==> src/rtl/prime_check_seq.sv <==
// Sequential prime tester: counts divisors 2..floor(n/2) of one candidate using
// bit-serial restoring division, one quotient bit per cycle.
module prime_check_seq #(
  parameter int unsigned WIDTH          = 8,
  parameter bit          ZERO_ONE_PRIME = 1'b1
) (
  input  logic             clk,
  input  logic             rst_n,
  input  logic             in_valid,
  output logic             in_ready,
  input  logic [WIDTH-1:0] in_num,
  output logic             out_valid,
  input  logic             out_ready,
  output logic [WIDTH-1:0] out_num,
  output logic             out_prime,
  output logic [WIDTH-1:0] out_div_count,
  output logic             busy
);

  localparam int unsigned SW = (WIDTH > 1) ? $clog2(WIDTH) : 1;

  typedef enum logic [1:0] {StIdle, StDiv, StDone} state_e;

  state_e           state_q, state_d;
  logic [WIDTH-1:0] n_q, n_d;
  logic [WIDTH-1:0] j_q, j_d;
  logic [WIDTH-1:0] cnt_q, cnt_d;
  logic [WIDTH-1:0] rem_q, rem_d;
  logic [SW-1:0]    step_q, step_d;
  logic             prime_q, prime_d;

  logic [WIDTH-1:0] half, in_half;
  logic [WIDTH:0]   t;
  logic             t_ge_j;
  logic [WIDTH-1:0] rem_new;
  logic [WIDTH-1:0] cnt_inc;

  assign half    = n_q >> 1;
  assign in_half = in_num >> 1;

  // rem < j <= 2^(WIDTH-1), so the restored remainder always fits in WIDTH bits
  assign t       = {rem_q, n_q[step_q]};
  assign t_ge_j  = t >= {1'b0, j_q};
  assign rem_new = t_ge_j ? WIDTH'(t - {1'b0, j_q}) : t[WIDTH-1:0];
  assign cnt_inc = (rem_new == '0) ? cnt_q + WIDTH'(1) : cnt_q;

  always_comb begin
    state_d = state_q;
    n_d     = n_q;
    j_d     = j_q;
    cnt_d   = cnt_q;
    rem_d   = rem_q;
    step_d  = step_q;
    prime_d = prime_q;
    unique case (state_q)
      StIdle: begin
        if (in_valid) begin
          n_d    = in_num;
          j_d    = WIDTH'(2);
          cnt_d  = '0;
          rem_d  = '0;
          step_d = SW'(WIDTH - 1);
          if (in_half < WIDTH'(2)) begin
            // n <= 3: no trial divisors; only 0 and 1 need the special-case flag
            prime_d = (in_half == '0) ? ZERO_ONE_PRIME : 1'b1;
            state_d = StDone;
          end else begin
            prime_d = 1'b0;
            state_d = StDiv;
          end
        end
      end
      StDiv: begin
        if (step_q == '0) begin
          cnt_d  = cnt_inc;
          j_d    = j_q + WIDTH'(1);
          rem_d  = '0;
          step_d = SW'(WIDTH - 1);
          if (j_q == half) begin
            prime_d = (cnt_inc == '0);
            state_d = StDone;
          end
        end else begin
          rem_d  = rem_new;
          step_d = step_q - SW'(1);
        end
      end
      StDone: begin
        if (out_ready) state_d = StIdle;
      end
      default: state_d = StIdle;
    endcase
  end

  always_ff @(posedge clk) begin
    if (!rst_n) begin
      state_q <= StIdle;
      n_q     <= '0;
      j_q     <= '0;
      cnt_q   <= '0;
      rem_q   <= '0;
      step_q  <= '0;
      prime_q <= 1'b0;
    end else begin
      state_q <= state_d;
      n_q     <= n_d;
      j_q     <= j_d;
      cnt_q   <= cnt_d;
      rem_q   <= rem_d;
      step_q  <= step_d;
      prime_q <= prime_d;
    end
  end

  assign in_ready      = (state_q == StIdle);
  assign out_valid     = (state_q == StDone);
  assign busy          = (state_q != StIdle);
  assign out_num       = n_q;
  assign out_prime     = prime_q;
  assign out_div_count = cnt_q;

endmodule

==> config.mk <==
export PLATFORM = sky130hd
export DESIGN_NAME = prime_check_seq
export DESIGN_NICKNAME = d
export VERILOG_FILES = /design/src/rtl/prime_check_seq.sv
export SDC_FILE = /design/constraint.sdc
export NUM_CORES = 1
export LEC_CHECK = 0
export CAP_MARGIN = 0
export CORE_UTILIZATION = 47
export CTS_BUF_LIST = sky130_fd_sc_hd__clkbuf_8
export DETAILED_ROUTE_END_ITERATION = 6
export GPL_TIMING_DRIVEN = 0
export PLACE_DENSITY = 0.8
export SYNTH_ARGS = -nofsm -noshare
export SYNTH_HDL_FRONTEND = slang
export SYNTH_SLANG_ARGS = --single-unit
==> constraint.sdc <==
create_clock -name clk -period 4.15 [get_ports clk]
set_clock_uncertainty 0.05 [all_clocks]
set_input_delay 0.83 -clock clk [delete_from_list [all_inputs] [get_ports clk]]
set_output_delay 0.83 -clock clk [all_outputs]
set_load 0.02 [all_outputs]
### After elaboration in Yosys (flattened, before gate mapping)

Cells that the tools add are included.

* output and inout bits: 20
* bits of input ports: 12
* register bits after elaboration: 38
* logic and storage cells: 58

* equality and inequality tests: 7
* reduce and logical (&&, ||, !) cells: 11
* multiplexer cells: 26
* order comparisons: 3
* add/subtract/negate cells: 4

Operators by type and width (count)
* $mux W8: 7
* $pmux W8 S2: 3
* $add A8 B1 Y8 const B: 2
* $logic_not A8 Y1: 2
* $mux W2: 5
* $ge A9 B8 Y1: 1
* $eq A8 B7 Y1: 1
* $reduce_and A4 Y1: 2
* $sub A8 B8 Y8: 1
* $lt A7 B2 Y1 const B: 1
* $mux W3: 2
* $ne A2 B2 Y1 const B: 3
* $pmux W2 S3: 1
* $pmux W3 S2: 1
* $mux W1: 5
* $lt A3 B4 Y1 const B: 1
* $reduce_and A2 Y1: 2
* $reduce_bool A2 Y1: 2
* $bmux W1 S3: 1
* $logic_not A3 Y1: 1
* $reduce_and A3 Y1: 1
* $sub A3 B1 Y3 const B: 1
* $eq A2 B1 Y1 const B: 1
* $eq A2 B2 Y1 const B: 1
* 3 further kinds: 3

### Depth between registers and ports, before layout

* depth after elaboration: 10
* depth in mapped cells: 12
* mapped depth without buffers: 11

### Worst setup path before layout

OpenSTA, ideal clock, no wires.

* path type: reg-to-reg
* from: register step_q[1]
* to: register cnt_q[6], in the netlist out_div_count[6]
* required time: 3.968 ns
* buffers on the path: 1
* cell stages (with the launch flop): 12
* setup slack: 0.962 ns
* arrival: 3.005 ns
* setup time: 0.132 ns
* period minus slack after synthesis: 3.188 ns
* cells stage by stage: dfxtp_1 mux4_2 mux2i_1 ha_1 nand2b_1 a21oi_1 or3_4 a2111oi_4 a31oi_2 buf_2 o311ai_0 a21oi_1

* cells in the longest elaborated chain, start to end: 8
* elaborated cells on any way between the ends: 12
* those cells by class: 1 x add/sub; 1 x order compare; 1 x eq/ne; 6 x mux; 3 x reduce/logical

Ends and longest elaborated chain
* start, declared: RTL line 29 `logic [SW-1:0] step_q, step_d;`
* start signal, assigned: RTL line 110 `step_q <= step_d;`
* $bmux W1 S3: RTL line 42 `assign t = {rem_q, n_q[step_q]};`
* $mux W1 (not written as such): RTL line 42
* $sub A8 B8 Y8 or $ge A9 B8 Y1 (tied branches): RTL line 44, 43
* $mux W8: RTL line 44 `assign rem_new = t_ge_j ? WIDTH'(t - {1'b0, j_q}) : t[WIDTH-1:0];`
* $logic_not A8 Y1: RTL line 45 `assign cnt_inc = (rem_new == '0) ? cnt_q + WIDTH'(1) : cnt_q;`
* $mux W8: RTL line 45
* $mux W8: RTL line 74 `if (step_q == '0) begin`
* $pmux W8 S2: RTL line 55 `unique case (state_q)`
* end signal, assigned: RTL line 108 `cnt_q <= cnt_d;`
* end, declared: RTL line 27 `logic [WIDTH-1:0] cnt_q, cnt_d;`

Parallel ways exist; a longest one is shown, timed or not. The select of a mux whose other input is x is not followed.
A chain may end at the register's enable or synchronous reset.

### Worst setup path after layout

Same ends and word-level chain as after synthesis.

==> results.tsv <==
metric	value	unit
async_flop_share	0	
n_antenna_cell	0	
internal_power	797	uW
timing.rr.end	out_div_count[6]$_SDFFE_PN0P_	
grt_pass1_wl	10600	um
initial_core_util	0.493	
dpl-instance-area	2930	sq um
nets	383	
hold_viol	0	
r2r_slack	0.37	ns
slew_violations	0	
powerDensity	420	nW/um^2
gp_congestion	0.892	
cts_tree	done	
required	4.27	ns
hpwlAfterDp	4810	um
synthesis.nets	345	
fp.dieW	75.4	um
fillCellCount	478	
synthCells	320	
setup_viol_count_final	0	
status	finished, final reports clean	
grt_overflow	0	
critPathMaxFanout	10	
drtPass1Iterations	4	
synth_top_flop_cell	dfxtp_1	
maxCapViolCount	0	
avgViaCountPerCell	6.03	
final_cell_mix	dfxtp_1 (38), nand2_1 (37), clkdlybuf4s50_1 (31), nor2_1 (30), a21oi_1 (30)	
combPwrFrac	0.408	
clockRootBuffer	clkbuf_8	
die_y	75.4	um
synth_edf_count	0	
holdWs	0.429	ns
routed_wirelength	6530	um
grt_use_total	0.247	
post_drt_wl_per_cell	15.2	um
p_clk_frac	0.259	
worstMarginPinSlew	0.648	ns
core	5140	sq um
rows	26	
drcViolationCount	0	
vias	2579	
relSlewSlack	0.565	
ys_warn_count	0	
post_cts_buffers	0	
final_cells	428	
r2r_start	step_q[1]$_SDFFE_PN0P_	
rsz0062_at_grt	false	
die_area	5690	sq um
synthTopCellsByArea	dfxtp_1 (30%), a21oi_1 (5.9%), ha_1 (5.9%), nand2_1 (5.5%), nor2_1 (4.4%)	
drt_first_iter_violations	138	
slowest_delay	0.58	ns
syn_avg_cell_area	7.92	sq um
period_minus_slack	3.78	ns
power_leakage	0.00116	uW
cts.sinks	38	
worst_ep_arrival_time	3.90	ns
final_area	3040	sq um
synth_cell_types	57	
clock_latency	0.30	ns
reg2reg_depth	11	
ant_nets	0	
tns	0	ns
max_freq	264	MHz
p_sw_frac	0.377	
h-tree-depth	2	
hp-start	rem_q[7]$_SDFFE_PN0P_	
start_kind	register	
cts_resized	0	
numCtsBuffers	5	
final_layout_size_suffix_gt1_frac	0.0587	
cts_buffer_depth	2	
hold_buffers	0	
ioPinCount	32	
synthesis.area	2530	sq um
crit_chain	mux4_2, mux2i_1, ha_1, fa_1, nand2b_1, a2111oi_0, a211oi_1, a31oi_2, buf_2, o311ai_0, a21oi_1	
hold_class	reg -> reg	
ys_seq_area_frac	0.300	
place_inst	421	
antenna_found_initial	0	
critPathKind	reg -> reg	
ir_drop	0.000257	V
yosysTopAreaCellShare	0.300	
hold_depth	2	
portBuffers	31	
seq_power_share	0.332	
ys_ff_latch	38	
clk_pin_slew	0.08	ns
area_growth	20.1	%
p_sw	482	uW
endpoint_kind	register	
final_common_cell	dfxtp_1	
synth_top_cell_by_area	dfxtp_1	
finalCritPeriodShare	0.912	
cp_slowest_cell	a211oi_1	
holdPathEnd	rem_q[7]$_SDFFE_PN0P_	
grt_max_degree	12	
grt_pass1_vias	2317	
[synthesized netlist by cell type (5+ instances only)]
| cell type | instances |
|---|---|
| nand2b_1 | 8 |
| inv_1 | 15 |
| a211oi_1 | 5 |
| dfxtp_1 | 38 |
| or4_1 | 7 |
| xor2_1 | 8 |
| o21ai_0 | 9 |
| ha_1 | 12 |
| mux2i_1 | 5 |
| nand3_1 | 11 |
| a31oi_1 | 6 |
| nand2_1 | 37 |
| xnor2_1 | 9 |
| nor3_1 | 9 |
| nor2_1 | 30 |
| a21oi_1 | 30 |
| clkbuf_1 | 8 |
| o211ai_1 | 5 |
[critical path: cells and delay by family, from the launching register on]
kind                     cells  cell delay, ns
AND/OR/NAND/NOR              1            0.18
flip-flops                   1            0.42
multiplexers                 2            0.83
buffers and inverters        1            0.26
adder cells (fa/ha/maj)      2            0.49
AO/OA/AOI/OAI                5            1.43
[power by group through the flow]
stage                     Combinational (uW)  Clock, uW  Sequential (uW)
after floorplan                          367          0              436
after global placement                   506          0              432
after detailed placement                 515          0              433
after CTS                                518        336              425
after global routing                     567        353              429
final                                    523        332              425
[metrics by stage]
stage	total power, uW	setup slack [ns]	util
global route	1350	0.136	0.592
global placement	938	0.517	0.570
floorplan	804	0.962	-
finish	1280	0.367	0.592
CTS	1280	0.432	0.592
detailed placement	948	0.453	0.570
[layer usage]
layer	routed length (um)	global-route usage	up-vias
met5	0	0	-
met4	104	0.0617	0
met3	361	0.0529	13
met2	3200	0.438	103
met1	2860	0.305	1227
li1	-	-	1236
[registers in the layout, summed over array words and instances, names as in the netlist]
name / count
rem_q: 8
out_num: 8
j_q: 8
out_prime: 1
out_div_count: 8
state_q: 2
step_q: 3
[how the worst max path moves through the flow]
stage	start	slack [ns]	to
2_1_floorplan	step_q[1]$_SDFFE_PN0P_	0.96	out_div_count[6]$_SDFFE_PN0P_
4_1_cts	step_q[1]$_SDFFE_PN0P_	0.43	out_div_count[5]$_SDFFE_PN0P_
3_3_place_gp	step_q[1]$_SDFFE_PN0P_	0.52	out_div_count[5]$_SDFFE_PN0P_
6_report	step_q[1]$_SDFFE_PN0P_	0.37	out_div_count[6]$_SDFFE_PN0P_
3_5_place_dp	step_q[1]$_SDFFE_PN0P_	0.45	out_div_count[5]$_SDFFE_PN0P_
5_1_grt	step_q[1]$_SDFFE_PN0P_	0.14	out_div_count[6]$_SDFFE_PN0P_
[cell families after synthesis]
kind of cell,synth area share
xor gates and xnor gates,0.0588
AOI/OAI and AO/OA,0.218
muxes,0.0420
and+or+nand+nor,0.269
DFF,0.300
adders and majority gates,0.0672
buffers and inverters,0.0449
[layout make-up]
type,count,area [sq um],area share
Buffer,13,53.8,0.0177
Clock buffer,6,82.6,0.0271
Clock inverter,1,30.0,0.00986
Inverter,16,60.1,0.0197
Multi-Input combinational cell,253,1660,0.545
Sequential cell,38,761,0.250
Tap cell,70,87.6,0.0288
Timing Repair Buffer,31,310,0.102
No activity file was read; power rests on OpenSTA's default activity.
